## src/rtl/bcd_uart_tx.sv

```systemverilog
// Sends a BCD digit pair as 8N1 ASCII ('0'+tens, '0'+ones, optional CR LF); the start bit begins on the accepting edge.
// in_ready stays low for the whole message; in_valid during that time is ignored and nothing is queued.
module bcd_uart_tx #(
  parameter int CLKS_PER_BIT = 16,
  parameter bit SEND_CRLF    = 1'b1
) (
  input  logic       clk,
  input  logic       rst,
  input  logic       in_valid,
  output logic       in_ready,
  input  logic [3:0] bcd_tens,
  input  logic [3:0] bcd_ones,
  output logic       tx,
  output logic       busy,
  output logic       msg_done
);

  localparam int CW = (CLKS_PER_BIT > 1) ? $clog2(CLKS_PER_BIT) : 1;
  localparam logic [CW-1:0] CNT_MAX = CW'(CLKS_PER_BIT - 1);
  localparam logic [1:0] LAST_BYTE = SEND_CRLF ? 2'd3 : 2'd1;

  typedef enum logic [1:0] {IDLE, START, DATA, STOP} state_t;

  state_t        state, state_nxt;
  logic [CW-1:0] baud_cnt, baud_cnt_nxt;
  logic [2:0]    bit_idx, bit_idx_nxt;
  logic [1:0]    byte_idx, byte_idx_nxt;
  logic [3:0]    tens_q, tens_nxt;
  logic [3:0]    ones_q, ones_nxt;
  logic          tx_nxt, in_ready_nxt, busy_nxt, msg_done_nxt;
  logic          baud_wrap;
  logic [7:0]    cur_byte;

  function automatic logic [7:0] digit_ascii(input logic [3:0] d);
    return (d <= 4'd9) ? (8'h30 + {4'h0, d}) : 8'h3F;
  endfunction

  always_comb begin
    cur_byte = 8'h0A;
    case (byte_idx)
      2'd0:    cur_byte = digit_ascii(tens_q);
      2'd1:    cur_byte = digit_ascii(ones_q);
      2'd2:    cur_byte = 8'h0D;
      default: cur_byte = 8'h0A;
    endcase
  end

  assign baud_wrap = (baud_cnt == CNT_MAX);

  always_comb begin
    state_nxt    = state;
    baud_cnt_nxt = baud_wrap ? '0 : baud_cnt + CW'(1);
    bit_idx_nxt  = bit_idx;
    byte_idx_nxt = byte_idx;
    tens_nxt     = tens_q;
    ones_nxt     = ones_q;
    tx_nxt       = tx;
    in_ready_nxt = in_ready;
    busy_nxt     = busy;
    msg_done_nxt = 1'b0;

    case (state)
      IDLE: begin
        baud_cnt_nxt = '0;
        if (in_valid && in_ready) begin
          tens_nxt     = bcd_tens;
          ones_nxt     = bcd_ones;
          byte_idx_nxt = 2'd0;
          bit_idx_nxt  = 3'd0;
          state_nxt    = START;
          tx_nxt       = 1'b0;
          in_ready_nxt = 1'b0;
          busy_nxt     = 1'b1;
        end
      end
      START: begin
        if (baud_wrap) begin
          state_nxt   = DATA;
          bit_idx_nxt = 3'd0;
          tx_nxt      = cur_byte[0];
        end
      end
      DATA: begin
        if (baud_wrap) begin
          if (bit_idx != 3'd7) begin
            bit_idx_nxt = bit_idx + 3'd1;
            tx_nxt      = cur_byte[bit_idx + 3'd1];
          end else begin
            state_nxt = STOP;
            tx_nxt    = 1'b1;
          end
        end
      end
      STOP: begin
        if (baud_wrap) begin
          if (byte_idx != LAST_BYTE) begin
            // next start bit follows the stop bit with no idle gap
            byte_idx_nxt = byte_idx + 2'd1;
            state_nxt    = START;
            tx_nxt       = 1'b0;
          end else begin
            byte_idx_nxt = 2'd0;
            bit_idx_nxt  = 3'd0;
            state_nxt    = IDLE;
            in_ready_nxt = 1'b1;
            busy_nxt     = 1'b0;
            msg_done_nxt = 1'b1;
          end
        end
      end
      default: state_nxt = IDLE;
    endcase
  end

  always_ff @(posedge clk) begin
    if (rst) begin
      state    <= IDLE;
      baud_cnt <= '0;
      bit_idx  <= 3'd0;
      byte_idx <= 2'd0;
      tens_q   <= 4'd0;
      ones_q   <= 4'd0;
      tx       <= 1'b1;
      in_ready <= 1'b1;
      busy     <= 1'b0;
      msg_done <= 1'b0;
    end else begin
      state    <= state_nxt;
      baud_cnt <= baud_cnt_nxt;
      bit_idx  <= bit_idx_nxt;
      byte_idx <= byte_idx_nxt;
      tens_q   <= tens_nxt;
      ones_q   <= ones_nxt;
      tx       <= tx_nxt;
      in_ready <= in_ready_nxt;
      busy     <= busy_nxt;
      msg_done <= msg_done_nxt;
    end
  end

endmodule

```

## config.mk

```make
export PLATFORM = sky130hd
export DESIGN_NAME = bcd_uart_tx
export DESIGN_NICKNAME = d
export VERILOG_FILES = /design/src/rtl/bcd_uart_tx.sv
export SDC_FILE = /design/constraint.sdc
export NUM_CORES = 1
export LEC_CHECK = 0
export ABC_AREA = 0
export CAP_MARGIN = 25
export CORE_MARGIN = 10
export CORE_UTILIZATION = 45
export DETAILED_ROUTE_END_ITERATION = 8
export MAX_ROUTING_LAYER = met4
export PLACE_DENSITY = 0.7
export SETUP_SLACK_MARGIN = 0.5
export SLEW_MARGIN = 5
export SYNTH_ARGS = -nofsm -noshare
export SYNTH_HDL_FRONTEND = slang
export SYNTH_SLANG_ARGS = --single-unit
```

## constraint.sdc

```tcl
create_clock -name clk -period 1.9 [get_ports clk]
set_input_delay 0.285 -clock clk [delete_from_list [all_inputs] [get_ports clk]]
set_output_delay 0.285 -clock clk [all_outputs]
set_load 0.02 [all_outputs]
```

Word-level counts from Yosys, hierarchy flattened
Index checks and enable logic that the tools add are counted.
{ "word_totals": {"regBits": 23, "latchBits": 0, "ram_bits": 0, "rom_bits": 0, "in_bits": 11, "out_inout_bits": 4, "wordCells": 86, "mem_count": 0} }
{ "op_classes": {"addsub": 5, "multipliers": 0, "div": 0, "order_cmp": 3, "eq_ne": 16, "shift": 0, "muxes": 38, "bitwise": 2, "reduce_logical": 12} }
{ "ops": {"columns": ["cell", "count"], "rows": [
  ["$pmux W7 S3", 1],
  ["$mux W3", 6],
  ["$ne A2 B2 Y1 const B", 9],
  ["$mux W2", 8],
  ["$add A6 B4 Y7 const A", 2],
  ["$mux W1", 14],
  ["$mux W7", 2],
  ["$pmux W3 S4", 1],
  ["$reduce_and A5 Y1", 2],
  ["$le A4 B4 Y1 const B", 2],
  ["$pmux W2 S4", 1],
  ["$eq A2 B2 Y1 const B", 3],
  ["$reduce_and A6 Y1", 1],
  ["$reduce_or A3 Y1", 2],
  ["$add A4 B1 Y4 const B", 1],
  ["$eq A2 B1 Y1 const B", 2],
  ["$eq A4 B4 Y1 const B", 1],
  ["$logic_not A2 Y1", 2],
  ["$lt A3 B4 Y1 const B", 1],
  ["$pmux W1 S2", 2],
  ["$pmux W1 S4", 1],
  ["$pmux W2 S2", 1],
  ["$reduce_and A4 Y1", 1],
  ["$add A3 B1 Y3 const B", 1],
  ["other kinds (8)", 9]
]} }

Logic depth before layout (Yosys ltp)
Gate-level depths: netlist of run 1.
{ "logic_depth": {"ltp_word": 8, "ltp_mapped": 8, "mapped_depth_nobuf": 7} }

Least setup slack after synthesis of run 1
OpenSTA, ideal clock, no wires.
{ "synth_path": {"path_kind": "reg-to-reg", "startpoint": "register state[0]", "endpoint": "register tx", "setup_time_ns": 0.136, "arrival_ns": 1.539, "required_time_ns": 1.764, "slack_ns": 0.225, "stages_incl_launch_ff": 8, "path_buffers": 0, "path_cell_list": "dfxtp_1 -> inv_1 -> ha_1 -> nor3_2 -> o211ai_1 -> a21o_1 -> nor4_1 -> a211oi_1"} }
{ "synth_via": {"elab_chain_len": 3, "elab_cells_between_ends": 11, "classes_between": "eq/ne (8); mux (1); reduce/logical (2)"} }
{ "synth_lines": {"columns": ["item", "line", "source"], "rows": [
  ["from (decl)", "24", "state_t state, state_nxt;"],
  ["from (signal assigned)", "128", "state <= state_nxt;"],
  ["$eq A2 B2 Y1, or another cell as far along", "62", "case (state)"],
  ["$ne A2 B2 Y1 (no line)", null, null],
  ["$reduce_and A5 Y1 (no line)", null, null],
  ["to (signal assigned)", "134", "tx <= tx_nxt;"],
  ["to (decl)", "13", "output logic tx,"]
]} }
Parallel ways exist; a longest one is shown, timed or not.
A chain may end at the register's enable or synchronous reset.

Final worst setup path of run 1
Ends and elaborated chain as after synthesis.

==> impl_results.md, run 1 <==
* Max-cap violations at 0
* CP required at between 2000 and 2500 ps
* HP Start: baud_cnt[0]
* Share of layout cells above drive strength 1 at 0.3152
* Post-synth top area cell: dfxtp_1
* Post-route setup slack at 258.5 ps
* Reg clk slew, reported paths at 140 ps
* Grt ovf at 0
* Cell count after synthesis at ~150
* Headroom to the max-slew limit at 0.7970
* Fillers at ~220
* Register bit total from synthesis at 23
* Final period utilization at 0.8639
* CTS sink count at 23
* Core Region at 2758 sq um
* Drt wl/cell at 15.56 um
* Sequential share of the synthesized area at 0.3552
* Measured slew at the worst slew-check pin at approximately 300 ps
* Post-DP HPWL at between 2 and 2.5 mm
* Static leakage at around 0.71 nW
* Core Util, Final at 0.6479
* HP Class: reg -> reg
* CTS Hold Bufs at 0
* TritonRoute pass-1 iters at 4
* Final slew viol count at 0
* Iteration-0 DRC Markers at 62
* # DRC at 0
* Crit-path cells: inv_6, ha_4, nor3_4, o211ai_1, a21o_1, buf_4, nor3_2, a211oi_1
* Primary FF master, synth: dfxtp_1
* Routed wire length at about 3.3 mm
* Worst Skew at between 10 and 15 ps
* Final worst path period need at around 1600 ps
* H-Tree Depth at 1
* Reg2Reg Depth at 8
* Peak VDD IR at 0.0009455 V
* Area growth syn-to-layout at 37.84%
* ANT cells at 0
* Worst Setup End Kind: flip-flop
* Global-route wire length before repair at a little over 5 mm
* Die height at approximately 74 um
* Fmax at around 610 MHz
* Worst slack, placed at ~80 ps
* Number of port buffers at 14
* Syn Nets at approximately 180
* Largest cells by area after synthesis: dfxtp_1 (36%), ha_1 (11%), a21oi_1 (6.2%), nand2_1 (5.5%), nor2_1 (3.2%)
* CTS max path bufs at 2
* Avg Vias per Cell at approximately 5.6
* Post-layout net count at 207
* Crit path DAT at ~1900 ps
* Fin. Hold Viols at 0
* Yosys warnings at 0
* Worst r2r src: state[0]
* Clk_lat worst skew at roughly 320 ps
* Cell Area, Synth at 1296 sq um
* Initial antenna violation count at 0
* Cell Pwr Density at 1268 nW/um^2
* RSZ-0062 raised after global routing: yes
* Reg2reg end: tx
* Setup slack, reg-to-reg at ~260 ps
* Vias in the first global route at 1103
* Setup_tns at 0 ps
* Pin count of the biggest net entering global routing at 23
* Initial Util at 0.4701
* Row count at 19
* Status: completed
* Setup CP Type: reg -> reg
* Total track usage at 0.1151
* Root Buffer: clkbuf_4
* WHS Endpoint: baud_cnt[0]
* Number of synthesized flops with an enable pin at 0
* Placed cell count at just under 200
* DR vias at roughly 1200
* Critical Path Slowest Stage Cell: dfxtp_4
* Power Total at 2.265 mW
* CTS tree: built
* CTS Buf Count at 3
* Hold depth at 1
* Worst-path maximum fanout at 4
* RePlAce Congestion at 0.8086
* Remaining antenna violation count at 0
* Chip Width at roughly 74 um
* Post-synth top area share at 0.3552
* Crit-path max cell delay at between 400 and 500 ps
* Synth cell types at 41
* Count of final setup violators at 0
* Post-synth ARST share at 0
* Die Area at about 5400 sq um
* IO Count at 15
* Startpoint types: flip-flop
* Mean Syn Cell Area at around 8.4 sq um
* Layout Cells excl Fill at 215
[critical path: cells and delay by family (launching register included)]
kind                     cells  cell delay, ps
AND/OR/NAND/NOR              2             340
AO/OA/AOI/OAI                3             430
adder cells (fa/ha/maj)      1             170
flip-flops                   1             420
buffers and inverters        2             190
[metal layers]
layer  up-vias  share of wire  global-route usage  wire length (um)
li1        606              -                   -                 -
met1       564           0.46              0.1391              1523
met2        27           0.49              0.1866              1634
met3         6          0.043             0.02423               145
met4         0          0.013             0.03520                42
met5         -              0                   -                 0
[kinds of logic (layout without fill, tap and decap cells)]
logic type | Yosys count | count (layout) | synth area share
mux | 3 | 3 | 0.02317
simple gates | 58 | 58 | 0.2259
xor+xnor | 2 | 2 | 0.01352
compound gates | 42 | 42 | 0.2124
buf+inv | 15 | 45 | 0.06370
fa+ha+maj | 11 | 11 | 0.1062
flops | 23 | 23 | 0.3552
[sequential cells by signal, summed over array words and instances, names as in the netlist]
name      flops
baud_cnt      4
ones_q        4
tens_q        4
bit_idx       3
byte_idx      2
state         2
busy          1
in_ready      1
msg_done      1
tx            1
[repair_timing]
| item | 4_1_cts | 5_1_grt |
|---|---|---|
| pin swaps | 6 | 12 |
| resized for setup | 19 | 21 |
| cloned | 0 | 0 |
| endpoints found under the hold margin | 0 | 0 |
| setup buffers | 6 | 10 |
| endpoints found under the setup margin | 21 | 12 |
[cells in the final DEF (no fill, tap or decap), drive strengths merged, types with 2 or more instances in the layout]
master,Yosys,layout
a211oi,2,2
a21o,3,3
a21oi,18,18
a22oi,3,3
and2,2,2
and3,2,2
buf,2,19
clkbuf,5,4
clkdlybuf4s50,0,10
dfxtp,23,23
dlygate4sd2,0,3
ha,11,11
inv,8,8
mux2i,3,3
nand2,19,19
nand2b,2,2
nand3,5,5
nand3b,2,2
nor2,11,11
nor3,6,6
nor4,3,3
nor4b,3,3
o21ai,6,6
[cell usage after synthesis, drive strengths merged, types with 2 or more instances]
master and n:
dfxtp 23, nand2 19, a21oi 18, ha 11, nor2 11, inv 8, nor3 6, o21ai 6
clkbuf 5, nand3 5, a21o 3, a22oi 3, mux2i 3, nor4 3, nor4b 3, a211oi 2
and2 2, and3 2, buf 2, nand2b 2, nand3b 2
[per-stage QoR]
stage	hold slack, ps	cell area [sq um]
after detailed placement	451.8	1516
after global placement	441.4	1516
after CTS	469.9	1634
after floorplan	363.5	1378
final	466.7	1787
after global routing	494.9	1787
[area by class of cell]
type                            count  area [sq um]  share of cell area
Clock buffer                        4         26.28             0.01471
Inverter                            8         40.04             0.02241
Multi-Input combinational cell    116         909.6              0.5091
Sequential cell                    23         478.0              0.2675
Tap cell                           31         38.79             0.02171
Timing Repair Buffer               33         294.0              0.1646
[worst max-delay path by stage]
stage	startpoint	end	slack [ps]	cells past startpoint
floorplan	state[1]	tx	340	7
global placement	in_valid	tx	130	6
detailed placement	in_valid	tx	80	6
CTS	bit_idx[0]	tx	240	5
global route	state[0]	tx	180	8
finish	state[0]	tx	260	8
[power by group]
group / internal [mW] / switching [mW] / leakage [nW]
sequential: 0.585 / 0.121 / 0.191
combinational: 0.688 / 0.634 / 0.505
clock: 0.0820 / 0.155 / 0.0150
Power figures use the tool's default switching activity.
==> inputs of run 2 (changes only) <==
- clock period: 1.9 -> 1.8 ns (I/O delays scaled with it)
==> run 2 against run 1 <==
Setup slack lost 37 ps. Utilization grew 1.7 points. First-iteration DRC count shrank 3.2%. Final area grew 2.6%. Largest power group unchanged. Global-route usage grew 0.23 points.
==> impl_results.md, run 2 (synthesis results as in run 1) <==
* Reg2Reg Depth at 6 (was 8)
* Post-layout net count at 200 (was 207)
* Worst-path maximum fanout at 8 (was 4)
* Initial antenna violation count at 0 (unchanged)
* RePlAce Congestion at 0.8925 (was 0.8086)
* CTS Buf Count at 3 (unchanged)
* Max-cap violations at 0 (unchanged)
* Crit path DAT at 1830 ps (was 1860 ps)
* Number of port buffers at 14 (unchanged)
* Measured slew at the worst slew-check pin at 282.5 ps (was 301.3 ps)
* Root Buffer: clkbuf_4 (unchanged)
* Setup CP Type: reg -> reg (unchanged)
* Avg Vias per Cell at 5.803 (was 5.595)
* Row count at 19 (unchanged)
* Reg clk slew, reported paths at 130 ps (was 140 ps)
* Critical Path Slowest Stage Cell: dfxtp_4 (unchanged)
* Final slew viol count at 0 (unchanged)
* Core Util, Final at 0.6647 (was 0.6479)
* Die Area at 5427 sq um (unchanged)
* Setup_tns at 0 ps (unchanged)
* IO Count at 15 (unchanged)
* Clk_lat worst skew at 310 ps (was 320 ps)
* Placed cell count at 195 (unchanged)
* Remaining antenna violation count at 0 (unchanged)
* Layout Cells excl Fill at 208 (was 215)
* # DRC at 0 (unchanged)
* CTS Hold Bufs at 0 (unchanged)
* Post-route setup slack at 221.4 ps (was 258.5 ps)
* GRT met2 Usage at 0.1799 (was 0.1866)
* Most common cell after layout, fill and taps aside: dfxtp_1 (was nand2_1)
* Share of layout cells above drive strength 1 at 0.4011 (was 0.3152)
* Worst Skew at 4.361 ps (was 10.96 ps)
* Cell Pwr Density at 1261 nW/um^2 (was 1268 nW/um^2)
* Grt ovf at 0 (unchanged)
* Startpoint types: flip-flop (unchanged)
* Fin. Hold Viols at 0 (unchanged)
* Worst Setup End Kind: flip-flop (unchanged)
* DR vias at 1207 (was 1203)
* Count of final setup violators at 0 (unchanged)
* Drt wl/cell at 16.12 um (was 15.56 um)
* Initial Util at 0.4701 (unchanged)
* Hold depth at 1 (unchanged)
* Total track usage at 0.1174 (was 0.1151)
* GR Util met3 at 0.02692 (was 0.02423)
* RSZ-0062 raised after global routing: yes (unchanged)
* Static leakage at 0.6936 nW (was 0.7107 nW)
* Crit-path cells: ha_4, nor3_4, o21ai_2, a211o_1, nand3b_1, a21oi_2 (was inv_6, ha_4, nor3_4, o211ai_1, a21o_1, buf_4, nor3_2, a211oi_1)
* Pin count of the biggest net entering global routing at 23 (unchanged)
* Crit-path max cell delay at 400 ps (was 420 ps)
* Status: completed (unchanged)
* ANT cells at 0 (unchanged)
* Die height at 73.67 um (unchanged)
* Area growth syn-to-layout at 41.41% (was 37.84%)
* Headroom to the max-slew limit at 0.8097 (was 0.7970)
* Biggest regs: baud_cnt x4, ones_q x4, tens_q x4 (unchanged)
* Routed wire length at 3.353 mm (was 3.345 mm)
* Global-route wire length before repair at 5.064 mm (unchanged)
* Worst slack, placed at 22.93 ps (was 80.26 ps)
* Global Route met1 Usage at 0.1510 (was 0.1391)
* Vias in the first global route at 1098 (was 1103)
* Grt peak-use layer: met2 (unchanged)
* Chip Width at 73.67 um (unchanged)
* TritonRoute pass-1 iters at 4 (unchanged)
* HP Class: reg -> reg (unchanged)
* Fmax at 633.5 MHz (was 609.2 MHz)
* Iteration-0 DRC Markers at 60 (was 62)
* Final period utilization at 0.8770 (was 0.8639)
* Peak VDD IR at 0.0009474 V (was 0.0009455 V)
* Commonest non-fill, non-tap cells in the layout: dfxtp_1 (15), nand2_1 (13), a21oi_2 (11) (was nand2_1 (18), dfxtp_1 (17), buf_4 (16))
* H-Tree Depth at 1 (unchanged)
* CTS sink count at 23 (unchanged)
* Post-DP HPWL at 2.149 mm (was 2.116 mm)
* Final worst path period need at 1579 ps (was 1641 ps)
* CTS tree: built (unchanged)
* Core Region at 2758 sq um (unchanged)
* CP required at 2050 ps (was 2110 ps)
* CTS max path bufs at 2 (unchanged)
* Power Total at 2.311 mW (was 2.265 mW)
run 2: repair_timing:
| action | CTS | global route |
|---|---|---|
| buffers inserted | 3 | 5 |
| resized for setup | 19 | 45 |
| setup endpoints to repair | 22 | 20 |
| pin swaps | 5 | 18 |
| cloned | 0 | 1 |
run 2: path summary, 6_finish.rpt:
| path | start | endpoint | slack, ps |
|---|---|---|---|
| worst min register to register | baud_cnt[0] | baud_cnt[0] | 460 |
| worst max register to register | state[1] | bit_idx[0] | 220 |
| worst max-delay path | state[1] | bit_idx[0] | 220 |
| worst min-delay path | baud_cnt[0] | baud_cnt[0] | 460 |
run 2: power by group:
part	switching, mW	internal [mW]	total (mW)	leakage, nW
logic	0.635	0.669	1.30	0.486
registers	0.137	0.624	0.760	0.192
clock network	0.160	0.0864	0.246	0.0150
run 2: critical path: cells and delay by family, from the launching register on:
| kind | cells | cell delay [ps] |
|---|---|---|
| adders and majority gates | 1 | 220 |
| and+or+nand+nor | 2 | 400 |
| AOI/OAI and AO/OA | 3 | 500 |
| DFF | 1 | 400 |
run 2: layout make-up:
cell class	instances	area [sq um]
clock buffers	4	26.28
repair buffers	26	252.7
well taps	31	38.79
multi-input cells	116	992.2
flip-flops and latches	23	485.5
fillers	220	924.6
inverters	8	37.54
run 2: per-stage QoR:
stage / hold slack (ps) / instance area [sq um]
3_5_place_dp: 444.4 / 1539
5_1_grt: 504.0 / 1833
3_3_place_gp: 435.9 / 1539
6_report: 461.5 / 1833
4_1_cts: 462.5 / 1625
2_1_floorplan: 341.7 / 1410
run 2: metal layers:
| layer | share of wire | vias up | wire [um] |
|---|---|---|---|
| met5 | 0 | - | 0 |
| met3 | 0.046 | 4 | 154 |
| met1 | 0.45 | 580 | 1510 |
| met2 | 0.49 | 30 | 1657 |
| li1 | - | 593 | - |
| met4 | 0.0092 | 0 | 31 |
==> inputs of run 3 (changes only) <==
- MAX_ROUTING_LAYER: met4 -> default
- clock period: 1.8 -> 2.03 ns (I/O delays scaled with it)
==> run 3 against run 2 <==
Clock power fell by 11%. Non-clock buffer count fell by 4. Utilization fell by 6.7 points. Die area did not move. Global-route usage fell by 0.43 points. Combinational power fell by 24%. Critical endpoint is now tx.
==> impl_results.md, run 3 (synthesis results as in run 1) <==
* Status: completed (unchanged)
* H-Tree Depth at 1 (unchanged)
* IO Count at 15 (unchanged)
* Routed wire length at 2.986 mm (was 3.353 mm)
* HP Class: reg -> reg (unchanged)
* Most common cell after layout, fill and taps aside: nand2_1 (was dfxtp_1)
* Headroom to the max-slew limit at 0.7869 (was 0.8097)
* HP Start: baud_cnt[0] (unchanged)
* Worst Setup End Kind: flip-flop (unchanged)
* Reg2Reg Depth at 8 (was 6)
* Measured slew at the worst slew-check pin at 316.3 ps (was 282.5 ps)
* Chip Width at 73.67 um (unchanged)
* Commonest non-fill, non-tap cells in the layout: nand2_1 (19), dfxtp_1 (18), a21oi_1 (16) (was dfxtp_1 (15), nand2_1 (13), a21oi_2 (11))
* Max-cap violations at 0 (unchanged)
* Comb power frac at 0.532 (was 0.564)
* Switching part of the total at 0.4092 (was 0.4031)
* Worst r2r src: state[0] (was state[1])
* Final period utilization at 0.8180 (was 0.8770)
* Initial Util at 0.4701 (unchanged)
* Static leakage at 0.6505 nW (was 0.6936 nW)
* Number of port buffers at 14 (unchanged)
* ANT cells at 0 (unchanged)
* RePlAce Congestion at 0.8287 (was 0.8925)
* Net Sw Power at 0.7570 mW (was 0.9314 mW)
* Clk_lat worst skew at 320 ps (was 310 ps)
* Cell Pwr Density at 1122 nW/um^2 (was 1261 nW/um^2)
* Die height at 73.67 um (unchanged)
* Area growth syn-to-layout at 27.22% (was 41.41%)
* Fin. Hold Viols at 0 (unchanged)
* Reg clk slew, reported paths at 140 ps (was 130 ps)
* Register share of total power at 0.350 (was 0.329)
* Count of final setup violators at 0 (unchanged)
* Avg Vias per Cell at 5.593 (was 5.803)
* CTS max path bufs at 2 (unchanged)
* Initial antenna violation count at 0 (unchanged)
* Setup CP Type: reg -> reg (unchanged)
* Drt wl/cell at 14.64 um (was 16.12 um)
* Root Buffer: clkbuf_4 (unchanged)
* Worst-path maximum fanout at 3 (was 8)
* Crit. Startpoint: state[0] (was state[1])
* WHS Endpoint: baud_cnt[0] (unchanged)
* Final slew viol count at 0 (unchanged)
* Setup slack, reg-to-reg at 370 ps (was 220 ps)
* Post-DP HPWL at 2.107 mm (was 2.149 mm)
* Reg2reg end: tx (was bit_idx[0])
* RSZ-0062 raised after global routing: yes (unchanged)
* DR vias at 1141 (was 1207)
* CTS tree: built (unchanged)
* Total track usage at 0.1131 (was 0.1174)
* Worst Skew at 10.07 ps (was 4.361 ps)
* Iteration-0 DRC Markers at 43 (was 60)
* Design internal power at 1.093 mW (was 1.379 mW)
* Core Region at 2758 sq um (unchanged)
* Hold_ws at 476.5 ps (was 461.5 ps)
* Biggest regs: baud_cnt x4, ones_q x4, tens_q x4 (unchanged)
* Vias in the first global route at 1062 (was 1098)
* Fmax at 602.2 MHz (was 633.5 MHz)
* Remaining antenna violation count at 0 (unchanged)
* CP required at 2230 ps (was 2050 ps)
* Setup_tns at 0 ps (unchanged)
* Global-route wire length before repair at 4.919 mm (was 5.064 mm)
* Die Area at 5427 sq um (unchanged)
* Hold depth at 1 (unchanged)
* Clock share of power at 0.118 (was 0.107)
* Startpoint types: flip-flop (unchanged)
* Share of layout cells above drive strength 1 at 0.2370 (was 0.4011)
* CTS Buf Count at 3 (unchanged)
* CTS sink count at 23 (unchanged)
* Post-layout net count at 196 (was 200)
* Pin count of the biggest net entering global routing at 23 (unchanged)
* Crit path DAT at 1860 ps (was 1830 ps)
* Grt ovf at 0 (unchanged)
* Peak VDD IR at 0.0009189 V (was 0.0009474 V)
* Final worst path period need at 1660 ps (was 1579 ps)
* Row count at 19 (unchanged)
* TritonRoute pass-1 iters at 4 (unchanged)
* # DRC at 0 (unchanged)
run 3: changes by cell type in the layout (fill, tap and decap cells not counted), sizes merged:
| cell | delta |
|---|---|
| dlygate4sd2 | +3 |
| buf | -3 |
| clkinv | +1 |
| clkdlybuf4s15 | -1 |
| clkbuf | -4 |
run 3: how the worst max path moves through the flow:
| stage | end | slack (ps) | cells after the start |
|---|---|---|---|
| after global routing | tx | 290 | 8 |
| final | tx | 370 | 8 |
| after global placement | tx | 250 | 6 |
| after detailed placement | state[0] | 170 | 6 |
| after CTS | tx | 350 | 7 |
| after floorplan | tx | 470 | 7 |
run 3: routing by layer:
metal | vias up | share of wire | GRT usage | routed length, um
met5 | - | 0 | 0 | 0
met3 | 4 | 0.041 | 0.02826 | 123
met4 | 0 | 0.018 | 0.04969 | 53
met2 | 14 | 0.48 | 0.1866 | 1443
li1 | 583 | - | - | -
met1 | 540 | 0.46 | 0.1344 | 1366
run 3: through the flow:
| stage | utilization | setup WS (ps) | instances | total power [mW] | instance area, sq um |
|---|---|---|---|---|---|
| 2_1_floorplan | - | 471.9 | 154 | 1.254 | 1374 |
| 3_3_place_gp | 0.5436 | 246.3 | 193 | 1.417 | 1499 |
| 3_5_place_dp | 0.5436 | 168.4 | 193 | 1.452 | 1499 |
| 4_1_cts | 0.5794 | 347.7 | 203 | 1.758 | 1598 |
| 5_1_grt | 0.5980 | 290.8 | 204 | 2.003 | 1649 |
| 6_report | 0.5980 | 369.6 | 204 | 1.850 | 1649 |
run 3: power groups by stage:
stage | Combinational (mW) | Sequential (mW) | Clock [mW]
after floorplan | 0.587 | 0.667 | 0
after global placement | 0.763 | 0.655 | 0
after detailed placement | 0.792 | 0.660 | 0
after CTS | 0.894 | 0.642 | 0.222
after global routing | 1.10 | 0.660 | 0.245
final | 0.983 | 0.648 | 0.219
run 3: area by class of cell:
type | count | area (sq um)
tap | 31 | 38.79
inverter | 8 | 35.03
multi-input combinational | 116 | 867.1
sequential | 23 | 474.2
timing repair buffer | 22 | 206.4
fill | 248 | 1109
clock inverter | 1 | 5.005
clock buffer | 3 | 22.52
run 3: repair_timing:
| action | CTS | global route |
|---|---|---|
| gates resized for setup | 12 | 14 |
| hold buffers | 0 | 0 |
| buffers inserted | 6 | 1 |
| setup endpoints to repair | 12 | 14 |
| cloned | 0 | 0 |
| hold endpoints to repair | 0 | 0 |
| pin swaps | 7 | 9 |
run 3: worst max-delay path: stages, from the launching register on:
cell      delay (ps)
dfxtp_4          390
buf_6            120
ha_4             160
nor3_4           190
o211ai_1         140
a21o_1           200
buf_6            120
nor3_2           180
a211oi_1          60
